$ cat config.mk
export PLATFORM = sky130hd
export DESIGN_NAME = apb_master_flat
export DESIGN_NICKNAME = d
export VERILOG_FILES = /design/src/rtl/apb_master_pkg.sv /design/src/rtl/apb_master_if.sv /design/src/rtl/apb_master_wait_timer.sv /design/src/rtl/apb_master.sv /design/src/flat_wrapper.sv
export SDC_FILE = /design/constraint.sdc
export NUM_CORES = 1
export LEC_CHECK = 0
export CAP_MARGIN = 20
export CORE_UTILIZATION = 40
export CTS_CLUSTER_DIAMETER = 40
export CTS_CLUSTER_SIZE = 24
export DETAILED_ROUTE_END_ITERATION = 12
export GPL_TIMING_DRIVEN = 1
export HOLD_SLACK_MARGIN = 0.02
export PLACE_DENSITY = 0.83
export SLEW_MARGIN = 20
export SYNTH_ARGS = -nofsm -noshare
export SYNTH_HDL_FRONTEND = slang
export SYNTH_SLANG_ARGS = --single-unit
$ cat constraint.sdc
create_clock -name clk -period 5.1 [get_ports clk]
set_input_delay 1.53 -clock clk [delete_from_list [all_inputs] [get_ports clk]]
set_output_delay 1.53 -clock clk [all_outputs]
set_load 0.005 [all_outputs]
$ cat src/rtl/apb_master_pkg.sv
// Shared constants for the APB requester: FSM state codes, APB phase
// encodings and the strobe-width helper.
package apb_master_pkg;

    // FSM state codes (2-bit, kept as plain constants for legacy tools).
    localparam logic [1:0] ST_IDLE   = 2'd0;
    localparam logic [1:0] ST_SETUP  = 2'd1;
    localparam logic [1:0] ST_ACCESS = 2'd2;
    localparam logic [1:0] ST_RESP   = 2'd3;

    // APB phase encodings as {psel, penable}.
    localparam logic [1:0] PH_IDLE   = 2'b00;
    localparam logic [1:0] PH_SETUP  = 2'b10;
    localparam logic [1:0] PH_ACCESS = 2'b11;

    // One strobe bit per data byte.
    function automatic int strb_width(input int data_w);
        return data_w / 8;
    endfunction

endpackage

$ cat src/rtl/apb_master_if.sv
// Command/response handshake plus APB4 bus, bundled for the requester.
// The master modport is the requester's view; slave is the opposite side.
interface apb_master_if #(
    parameter int ADDR_W = 32,
    parameter int DATA_W = 32
);
    import apb_master_pkg::*;

    localparam int STRB_W = strb_width(DATA_W);

    // Local controller command channel
    logic              cmd_valid;
    logic              cmd_ready;
    logic              cmd_write;
    logic [ADDR_W-1:0] cmd_addr;
    logic [DATA_W-1:0] cmd_wdata;
    logic [STRB_W-1:0] cmd_strb;

    // Response channel
    logic              rsp_valid;
    logic              rsp_ready;
    logic [DATA_W-1:0] rsp_rdata;
    logic              rsp_err;
    logic              rsp_timeout;

    // APB4 bus
    logic              psel;
    logic              penable;
    logic              pwrite;
    logic [ADDR_W-1:0] paddr;
    logic [DATA_W-1:0] pwdata;
    logic [STRB_W-1:0] pstrb;
    logic [DATA_W-1:0] prdata;
    logic              pready;
    logic              pslverr;

    modport master (
        input  cmd_valid, cmd_write, cmd_addr, cmd_wdata, cmd_strb,
        output cmd_ready,
        output rsp_valid, rsp_rdata, rsp_err, rsp_timeout,
        input  rsp_ready,
        output psel, penable, pwrite, paddr, pwdata, pstrb,
        input  prdata, pready, pslverr
    );

    modport slave (
        output cmd_valid, cmd_write, cmd_addr, cmd_wdata, cmd_strb,
        input  cmd_ready,
        input  rsp_valid, rsp_rdata, rsp_err, rsp_timeout,
        output rsp_ready,
        input  psel, penable, pwrite, paddr, pwdata, pstrb,
        output prdata, pready, pslverr
    );

endinterface

$ cat src/rtl/apb_master_wait_timer.sv
// Wait-state counter for the ACCESS phase. Counts pready-low cycles,
// saturates at TIMEOUT, and flags the cycle that would reach TIMEOUT.
module apb_wait_timer #(
    parameter int TIMEOUT = 16
) (
    input  logic clk,
    input  logic rst,
    input  logic clear,
    input  logic enable,
    output logic expired
);
    localparam int CW = $clog2(TIMEOUT + 1);

    logic [CW-1:0] count;

    // Count wait cycles; clear wins, and the count holds once it saturates.
    // NOTE: registered state uses non-blocking (<=) so every flop samples
    // pre-edge values regardless of block evaluation order.
    always_ff @(posedge clk or posedge rst) begin
        if (rst) begin
            count <= '0;
        end else if (clear) begin
            count <= '0;
        end else if (enable && (count != CW'(TIMEOUT))) begin
            count <= count + CW'(1);
        end
    end

    // This wait cycle is the TIMEOUT-th consecutive one.
    assign expired = enable && (count >= CW'(TIMEOUT - 1));

endmodule

$ cat src/rtl/apb_master.sv
// APB4 requester: turns one outstanding command into SETUP/ACCESS phases,
// captures the completion and holds a response until it is consumed.
// Slave wait states are bounded by TIMEOUT.
module apb_master
    import apb_master_pkg::*;
#(
    parameter int ADDR_W  = 32,
    parameter int DATA_W  = 32,
    parameter int TIMEOUT = 16
) (
    input  logic          clk,
    input  logic          rst,
    apb_master_if.master  bus
);
    localparam int STRB_W = strb_width(DATA_W);

    logic [1:0]        state;
    logic              psel_q;
    logic              penable_q;
    // The bus field registers double as the command buffer: they are
    // loaded at accept and held until the next accept.
    logic              pwrite_q;
    logic [ADDR_W-1:0] paddr_q;
    logic [DATA_W-1:0] pwdata_q;
    logic [STRB_W-1:0] pstrb_q;
    logic              rsp_valid_q;
    logic [DATA_W-1:0] rsp_rdata_q;
    logic              rsp_err_q;
    logic              rsp_timeout_q;

    logic              accept;
    logic              wait_en;
    logic              wait_expired;

    assign accept  = (state == ST_IDLE) && bus.cmd_valid;
    assign wait_en = (state == ST_ACCESS) && !bus.pready;

    apb_wait_timer #(
        .TIMEOUT (TIMEOUT)
    ) u_wait_timer (
        .clk     (clk),
        .rst     (rst),
        .clear   (accept),
        .enable  (wait_en),
        .expired (wait_expired)
    );

    // Transaction FSM with registered bus and response outputs.
    always_ff @(posedge clk or posedge rst) begin
        if (rst) begin
            state                <= ST_IDLE;
            {psel_q, penable_q}  <= PH_IDLE;
            pwrite_q             <= 1'b0;
            paddr_q              <= '0;
            pwdata_q             <= '0;
            pstrb_q              <= '0;
            rsp_valid_q          <= 1'b0;
            rsp_rdata_q          <= '0;
            rsp_err_q            <= 1'b0;
            rsp_timeout_q        <= 1'b0;
        end else begin
            case (state)
                ST_IDLE: begin
                    if (bus.cmd_valid) begin
                        state               <= ST_SETUP;
                        {psel_q, penable_q} <= PH_SETUP;
                        pwrite_q            <= bus.cmd_write;
                        paddr_q             <= bus.cmd_addr;
                        // Reads carry no write data and no strobes on APB4.
                        pwdata_q            <= bus.cmd_write ? bus.cmd_wdata : '0;
                        pstrb_q             <= bus.cmd_write ? bus.cmd_strb  : '0;
                    end
                end
                ST_SETUP: begin
                    state               <= ST_ACCESS;
                    {psel_q, penable_q} <= PH_ACCESS;
                end
                ST_ACCESS: begin
                    // Completion is checked first so pready on the last
                    // allowed wait cycle still finishes normally.
                    if (bus.pready) begin
                        state               <= ST_RESP;
                        {psel_q, penable_q} <= PH_IDLE;
                        rsp_valid_q         <= 1'b1;
                        rsp_err_q           <= bus.pslverr;
                        rsp_timeout_q       <= 1'b0;
                        rsp_rdata_q         <= (!pwrite_q && !bus.pslverr) ? bus.prdata : '0;
                    end else if (wait_expired) begin
                        state               <= ST_RESP;
                        {psel_q, penable_q} <= PH_IDLE;
                        rsp_valid_q         <= 1'b1;
                        rsp_err_q           <= 1'b1;
                        rsp_timeout_q       <= 1'b1;
                        rsp_rdata_q         <= '0;
                    end
                end
                ST_RESP: begin
                    if (bus.rsp_ready) begin
                        state         <= ST_IDLE;
                        rsp_valid_q   <= 1'b0;
                        rsp_err_q     <= 1'b0;
                        rsp_timeout_q <= 1'b0;
                        rsp_rdata_q   <= '0;
                    end
                end
                default: begin
                    state <= ST_IDLE;
                end
            endcase
        end
    end

    // cmd_ready is the only combinational output: a decode of IDLE.
    assign bus.cmd_ready   = (state == ST_IDLE);
    assign bus.psel        = psel_q;
    assign bus.penable     = penable_q;
    assign bus.pwrite      = pwrite_q;
    assign bus.paddr       = paddr_q;
    assign bus.pwdata      = pwdata_q;
    assign bus.pstrb       = pstrb_q;
    assign bus.rsp_valid   = rsp_valid_q;
    assign bus.rsp_rdata   = rsp_rdata_q;
    assign bus.rsp_err     = rsp_err_q;
    assign bus.rsp_timeout = rsp_timeout_q;

endmodule

$ cat src/flat_wrapper.sv
// flat-port wrapper written by rule: the top's interface ports become plain ports
module apb_master_flat import apb_master_pkg::*;
#(
    parameter int ADDR_W  = 32,
    parameter int DATA_W  = 32,
    parameter int TIMEOUT = 16
)
  (clk, rst, bus_cmd_valid, bus_cmd_write, bus_cmd_addr, bus_cmd_wdata, bus_cmd_strb, bus_cmd_ready, bus_rsp_valid, bus_rsp_rdata, bus_rsp_err, bus_rsp_timeout, bus_rsp_ready, bus_psel, bus_penable, bus_pwrite, bus_paddr, bus_pwdata, bus_pstrb, bus_prdata, bus_pready, bus_pslverr);
  apb_master_if #(.ADDR_W(ADDR_W), .DATA_W(DATA_W)) bus_i ();
  input  logic clk;
  input  logic rst;
  input wire logic [$bits(bus_i.cmd_valid)-1:0] bus_cmd_valid;
  input wire logic [$bits(bus_i.cmd_write)-1:0] bus_cmd_write;
  input wire logic [$bits(bus_i.cmd_addr)-1:0] bus_cmd_addr;
  input wire logic [$bits(bus_i.cmd_wdata)-1:0] bus_cmd_wdata;
  input wire logic [$bits(bus_i.cmd_strb)-1:0] bus_cmd_strb;
  output wire logic [$bits(bus_i.cmd_ready)-1:0] bus_cmd_ready;
  output wire logic [$bits(bus_i.rsp_valid)-1:0] bus_rsp_valid;
  output wire logic [$bits(bus_i.rsp_rdata)-1:0] bus_rsp_rdata;
  output wire logic [$bits(bus_i.rsp_err)-1:0] bus_rsp_err;
  output wire logic [$bits(bus_i.rsp_timeout)-1:0] bus_rsp_timeout;
  input wire logic [$bits(bus_i.rsp_ready)-1:0] bus_rsp_ready;
  output wire logic [$bits(bus_i.psel)-1:0] bus_psel;
  output wire logic [$bits(bus_i.penable)-1:0] bus_penable;
  output wire logic [$bits(bus_i.pwrite)-1:0] bus_pwrite;
  output wire logic [$bits(bus_i.paddr)-1:0] bus_paddr;
  output wire logic [$bits(bus_i.pwdata)-1:0] bus_pwdata;
  output wire logic [$bits(bus_i.pstrb)-1:0] bus_pstrb;
  input wire logic [$bits(bus_i.prdata)-1:0] bus_prdata;
  input wire logic [$bits(bus_i.pready)-1:0] bus_pready;
  input wire logic [$bits(bus_i.pslverr)-1:0] bus_pslverr;
  assign bus_i.cmd_valid = bus_cmd_valid;
  assign bus_i.cmd_write = bus_cmd_write;
  assign bus_i.cmd_addr = bus_cmd_addr;
  assign bus_i.cmd_wdata = bus_cmd_wdata;
  assign bus_i.cmd_strb = bus_cmd_strb;
  assign bus_cmd_ready = bus_i.cmd_ready;
  assign bus_rsp_valid = bus_i.rsp_valid;
  assign bus_rsp_rdata = bus_i.rsp_rdata;
  assign bus_rsp_err = bus_i.rsp_err;
  assign bus_rsp_timeout = bus_i.rsp_timeout;
  assign bus_i.rsp_ready = bus_rsp_ready;
  assign bus_psel = bus_i.psel;
  assign bus_penable = bus_i.penable;
  assign bus_pwrite = bus_i.pwrite;
  assign bus_paddr = bus_i.paddr;
  assign bus_pwdata = bus_i.pwdata;
  assign bus_pstrb = bus_i.pstrb;
  assign bus_i.prdata = bus_prdata;
  assign bus_i.pready = bus_pready;
  assign bus_i.pslverr = bus_pslverr;
  apb_master #(.ADDR_W(ADDR_W), .DATA_W(DATA_W), .TIMEOUT(TIMEOUT)) u_core (.clk(clk), .rst(rst), .bus(bus_i));
endmodule
==> impl_metrics.json, run 1 <==
{
  "die_h_um": 109,
  "vias_per_cell": 4.97,
  "clock_path_buffers": 2,
  "cts_hold_buffers": 0,
  "ys_top_cells_by_area": "dfrtp_1 (62%), mux2_2 (8.4%), a22o_1 (6.2%), nand2_1 (6.0%), o21ai_0 (4.3%)",
  "clkSlewWorstSetupHoldPaths_ps": 50,
  "arrival_ps": 1780,
  "gp_congestion": 0.776,
  "ant_nets": 0,
  "synth_top_cell_by_area": "dfrtp_1",
  "cts.sinks": 113,
  "rrSetupSlack_ps": 2360,
  "tightest_slew_ps": 810,
  "synthTopCellsByCount": "dfrtp_1 (113), nand2_1 (73), o21ai_0 (39)",
  "wl_per_cell_um": 16.3,
  "synth_cells": 368,
  "initial_core_util": 0.415,
  "rows": 38,
  "syn_avg_cell_area_um2": 12.3,
  "wl_um": 11900,
  "cts_root_buffer": "clkbuf_16",
  "synth_flop_cell": "dfrtp_1",
  "post-route-util": 0.674,
  "tns_ps": 0,
  "drive_gt1_frac": 0.126,
  "fin_skew_ps": 6.03,
  "antenna_found_initial": 0,
  "crit_type": "flop to output pin",
  "die_w_um": 109,
  "cts_resized": 0,
  "hpwlAfterDp_um": 8110,
  "path_max_fanout": 4,
  "dieArea_um2": 11800,
  "holdPathStages": 2,
  "cp.buffers_inverters": 2,
  "r2r_cells": 7,
  "synth_edf_count": 0,
  "initialDrtViolationCount": 179,
  "dr.pass1.iters": 4,
  "outcome": "complete, no violations",
  "grt_usage": 0.206,
  "slew_violations": 0,
  "hold_ws_ps": 474,
  "hold_violations": 0,
  "vias": 3645,
  "ir_drop_mv": 0.340,
  "fmax_mhz": 302,
  "async_flop_share": 1.00,
  "setup_viol": 0,
  "worst-path-stages": 3,
  "maxCapViolCount": 0,
  "rsz0062_at_grt": "no",
  "clk_latency_ps": 400,
  "h-tree-depth": 4,
  "synth_seq_cells": 113,
  "synth_nets": 484,
  "finalCritPeriodShare": 0.650,
  "io_pins": 214,
  "grt_pass1_wl_um": 18100,
  "p_per_area_nw_per_um2": 576,
  "grt_max_degree": 75,
  "hp-class": "flop to flop",
  "finalWorstSetupSlack_ps": 1790,
  "portBuffers": 213,
  "synth-seq-area-share": 0.623,
  "crit_family": "buffers and inverters",
  "grt-ovfl-total": 0,
  "cts_buffers": 17,
  "critPathRequiredTime_ps": 3570,
  "cp-end-kind": "output pin",
  "nets": 696,
  "drt_drc_violations_left": 0,
  "ys_types": 31,
  "num_antenna_cells": 0,
  "start_kind": "flop",
  "ys_warn_count": 0,
  "yosysMostFrequentCell": "dfrtp_1",
  "post-route-min-period_ps": 3310,
  "slowest_delay_ps": 570,
  "grt_pass1_vias": 3716,
  "power_leakage_nw": 3.25,
  "syn_to_final_growth_pct": 62.3,
  "synth_area_um2": 4540,
  "core_um2": 10900,
  "cts_tree": "yes",
  "slowest_stage": "clkdlybuf4s50_1",
  "pre_cts_ws_ps": 1470,
  "cts_setup_buffers": 0,
  "synth_top_area_frac": 0.623,
  "path_cells": "inv_1 -> ha_1 -> clkdlybuf4s50_1",
  "maxSlewHeadroom": 0.458
}
cells by family after synthesis:
| family | synth area share |
|---|---|
| compound gates | 0.119 |
| flops | 0.623 |
| mux | 0.102 |
| buf+inv | 0.0383 |
| fa+ha+maj | 0.0248 |
| simple gates | 0.0932 |
area by class of cell:
cell class              instances  area (µm²)
clock inverters                11         161
clock buffers                  21         450
multi-input cells             221        1550
repair buffers                217        2170
well taps                     140         175
flip-flops and latches        113        2830
fillers                       796        3570
inverters                      10        40.0
layer usage:
metal	GRT usage	wire length [µm]	vias to the layer above
li1	-	-	1689
met1	0.232	4710	1789
met2	0.351	6130	152
met3	0.0766	933	15
met4	0.0820	171	0
met5	0	0	-
layout by cell type, fill, tap and decap left out, types with 2 or more instances in the layout:
master           count
a21oi_1              3
a221oi_1             2
a22o_1              32
buf_4                3
bufinv_16            4
clkbuf_1             3
clkbuf_16           17
clkdlybuf4s50_1    212
clkinv_2             5
dfrtp_1            113
ha_1                 9
inv_1                9
mux2_2              34
mux2_4               2
mux2i_1              4
nand2_1             72
nand2b_1             2
nor2_1               3
nor4b_4              2
o21a_1               2
o21ai_0             39
or3_1                2
worst paths after layout:
kind,from,endpoint
setup / recovery,u_core.state[0],bus_cmd_ready
hold / removal,u_core.bus.pwdata[29],u_core.bus.pwdata[29]
setup reg to reg,u_core.u_wait_timer.count[0],u_core.bus.rsp_timeout
hold reg to reg,u_core.bus.pwdata[29],u_core.bus.pwdata[29]
max in group asynchronous,rst,u_core.bus.paddr[12]
min in group asynchronous,rst,u_core.bus.paddr[15]
tightest hold or removal path: stages (launching register included):
cell     delay, ps
dfrtp_1        330
nand2_1         40
o21ai_0         60
state kept, by name (all words and copies together) (netlist names):
| register | count |
|---|---|
| u_core.bus.penable | 1 |
| u_core.bus.pwrite | 1 |
| u_core.bus.psel | 1 |
| u_core.bus.rsp_timeout | 1 |
| u_core.bus.rsp_rdata | 32 |
| u_core.bus.rsp_err | 1 |
| u_core.bus.pstrb | 4 |
| u_core.bus.rsp_valid | 1 |
| u_core.u_wait_timer.count | 5 |
| u_core.bus.pwdata | 32 |
| u_core.state | 2 |
| u_core.bus.paddr | 32 |
power by group:
part	total (mW)	switching [mW]	internal, mW	leakage [nW]
clock network	1.22	0.396	0.825	0.301
registers	1.48	0.218	1.26	1.45
logic	1.55	0.579	0.970	1.49
through the flow:
stage                     total power [mW]  std cells  instance area [µm²]
after floorplan                       2.14        368                 4540
after global placement                2.96        701                 6760
after detailed placement              3.03        701                 6750
after CTS                             4.29        733                 7360
after global routing                  4.48        733                 7370
final                                 4.25        733                 7370
No activity file was read; power rests on OpenSTA's default activity.
==> inputs of run 2 (changes only) <==
==> constraint.sdc (replaced) <==
create_clock -name clk -period 3.1 [get_ports clk]
set_input_delay 0.93 -clock clk [delete_from_list [all_inputs] [get_ports clk]]
set_output_delay 0.93 -clock clk [all_outputs]
set_load 0.005 [all_outputs]
==> impl_metrics.json, run 2 (synthesis results as in run 1) <==
{
  "cts_root_buffer": "clkbuf_16",
  "io_pins": 214,
  "grt_pass1_vias": 3770,
  "gp_congestion": 0.732,
  "setup_viol": 0,
  "drive_gt1_frac": 0.135,
  "tns_ps": 0,
  "tightest_slew_ps": 567,
  "layout_common_cells": "clkdlybuf4s50_1 (213), dfrtp_1 (113), nand2_1 (72)",
  "crit_family": "buffers and inverters",
  "wl_um": 11800,
  "cts_hold_buffers": 0,
  "grt_max_degree": 42,
  "hpwlAfterDp_um": 8580,
  "fillers": 807,
  "vias": 3635,
  "met2_wirelength_um": 6030,
  "rsz0062_at_grt": "no",
  "drt_drc_violations_left": 0,
  "ir_drop_mv": 0.433,
  "rows": 38,
  "slew_violations": 0,
  "critPathRequiredTime_ps": 2170,
  "cts_buffers": 17,
  "die_w_um": 109,
  "final_common_cell": "clkdlybuf4s50_1",
  "post-route-util": 0.676,
  "dr.pass1.iters": 4,
  "crit_type": "flop to output pin",
  "portBuffers": 213,
  "ant_nets": 0,
  "clk_latency_ps": 400,
  "num_antenna_cells": 0,
  "hp-class": "flop to flop",
  "clkSlewWorstSetupHoldPaths_ps": 50,
  "slowest_stage": "clkdlybuf4s50_1",
  "power_leakage_nw": 3.26,
  "grt_usage": 0.205,
  "final_cell_area_um2": 7390,
  "antenna_found_initial": 0,
  "dieArea_um2": 11800,
  "start_kind": "flop",
  "outcome": "complete, no violations",
  "p_per_area_nw_per_um2": 937,
  "syn_to_final_growth_pct": 62.9,
  "cp.buffers_inverters": 2,
  "cp-end-kind": "output pin",
  "finalCritPeriodShare": 0.864,
  "initialDrtViolationCount": 163,
  "path_cells": "inv_1 -> ha_1 -> clkdlybuf4s50_1",
  "hold_violations": 0,
  "vias_per_cell": 4.92,
  "place_area_um2": 6800,
  "fin_cells": 739,
  "nets": 703,
  "h-tree-depth": 4,
  "grt-ovfl-total": 0,
  "cts_setup_buffers": 0,
  "die_h_um": 109,
  "clock_path_buffers": 2,
  "cts_tree": "yes",
  "post-route-min-period_ps": 2680,
  "core_um2": 10900,
  "slowest_delay_ps": 560,
  "met1Wirelength_um": 4710,
  "placed_cells": 708,
  "initial_core_util": 0.415,
  "maxSlewHeadroom": 0.621,
  "route.met3.wl_um": 898,
  "cts.sinks": 113,
  "fmax_mhz": 373,
  "wl_per_cell_um": 16.0,
  "arrival_ps": 1750,
  "maxCapViolCount": 0,
  "cts_resized": 0,
  "top_layer_used": "met4",
  "grt_pass1_wl_um": 18400,
  "path_max_fanout": 4,
  "fin_skew_ps": 7.66
}
## run 2: worst paths after layout
path | start | to | slack [ps] | depth (start not counted)
setup / recovery | u_core.state[0] | bus_cmd_ready | 420 | 3
hold / removal | u_core.bus.pwdata[5] | u_core.bus.pwdata[5] | 480 | 2
setup reg to reg | u_core.u_wait_timer.count[0] | u_core.bus.rsp_valid | 880 | 7
hold reg to reg | u_core.bus.pwdata[5] | u_core.bus.pwdata[5] | 480 | 2
max in group asynchronous | rst | u_core.bus.rsp_rdata[5] | 1670 | 3
min in group asynchronous | rst | u_core.bus.paddr[29] | 1030 | 3
## run 2: final cells by class
type	count	area, µm²	area share
repair buffers	224	2210	0.299
multi-input cells	221	1540	0.208
well taps	140	175	0.0237
inverters	10	41.3	0.00558
clock inverters	10	135	0.0183
clock buffers	21	460	0.0623
flip-flops and latches	113	2830	0.382
## run 2: power by group
group | leakage (nW) | switching [mW] | internal [mW]
Clock | 0.293 | 0.649 | 1.30
Combinational | 1.51 | 0.940 | 1.62
Sequential | 1.45 | 0.354 | 2.07
## run 2: worst reg2reg max path, cell delays in order, from the launching register on
cell     delay (ps)
dfrtp_1         420
ha_1            240
and3_1          190
ha_1            210
nor4b_4         330
a21o_1          260
buf_4           280
mux2i_1         220
## run 2: per-layer routing
layer | global-route usage | vias up
met2 | 0.360 | 154
met5 | 0 | -
li1 | - | 1711
met1 | 0.235 | 1753
met4 | 0.0801 | 0
met3 | 0.0603 | 17
## run 2: metrics by stage
stage,setup WS (ps),power [mW],hold WS (ps)
2_1_floorplan,799,3.51,473
3_3_place_gp,616,4.89,461
3_5_place_dp,533,5.02,469
4_1_cts,385,7.02,482
5_1_grt,341,7.35,509
6_report,421,6.93,476
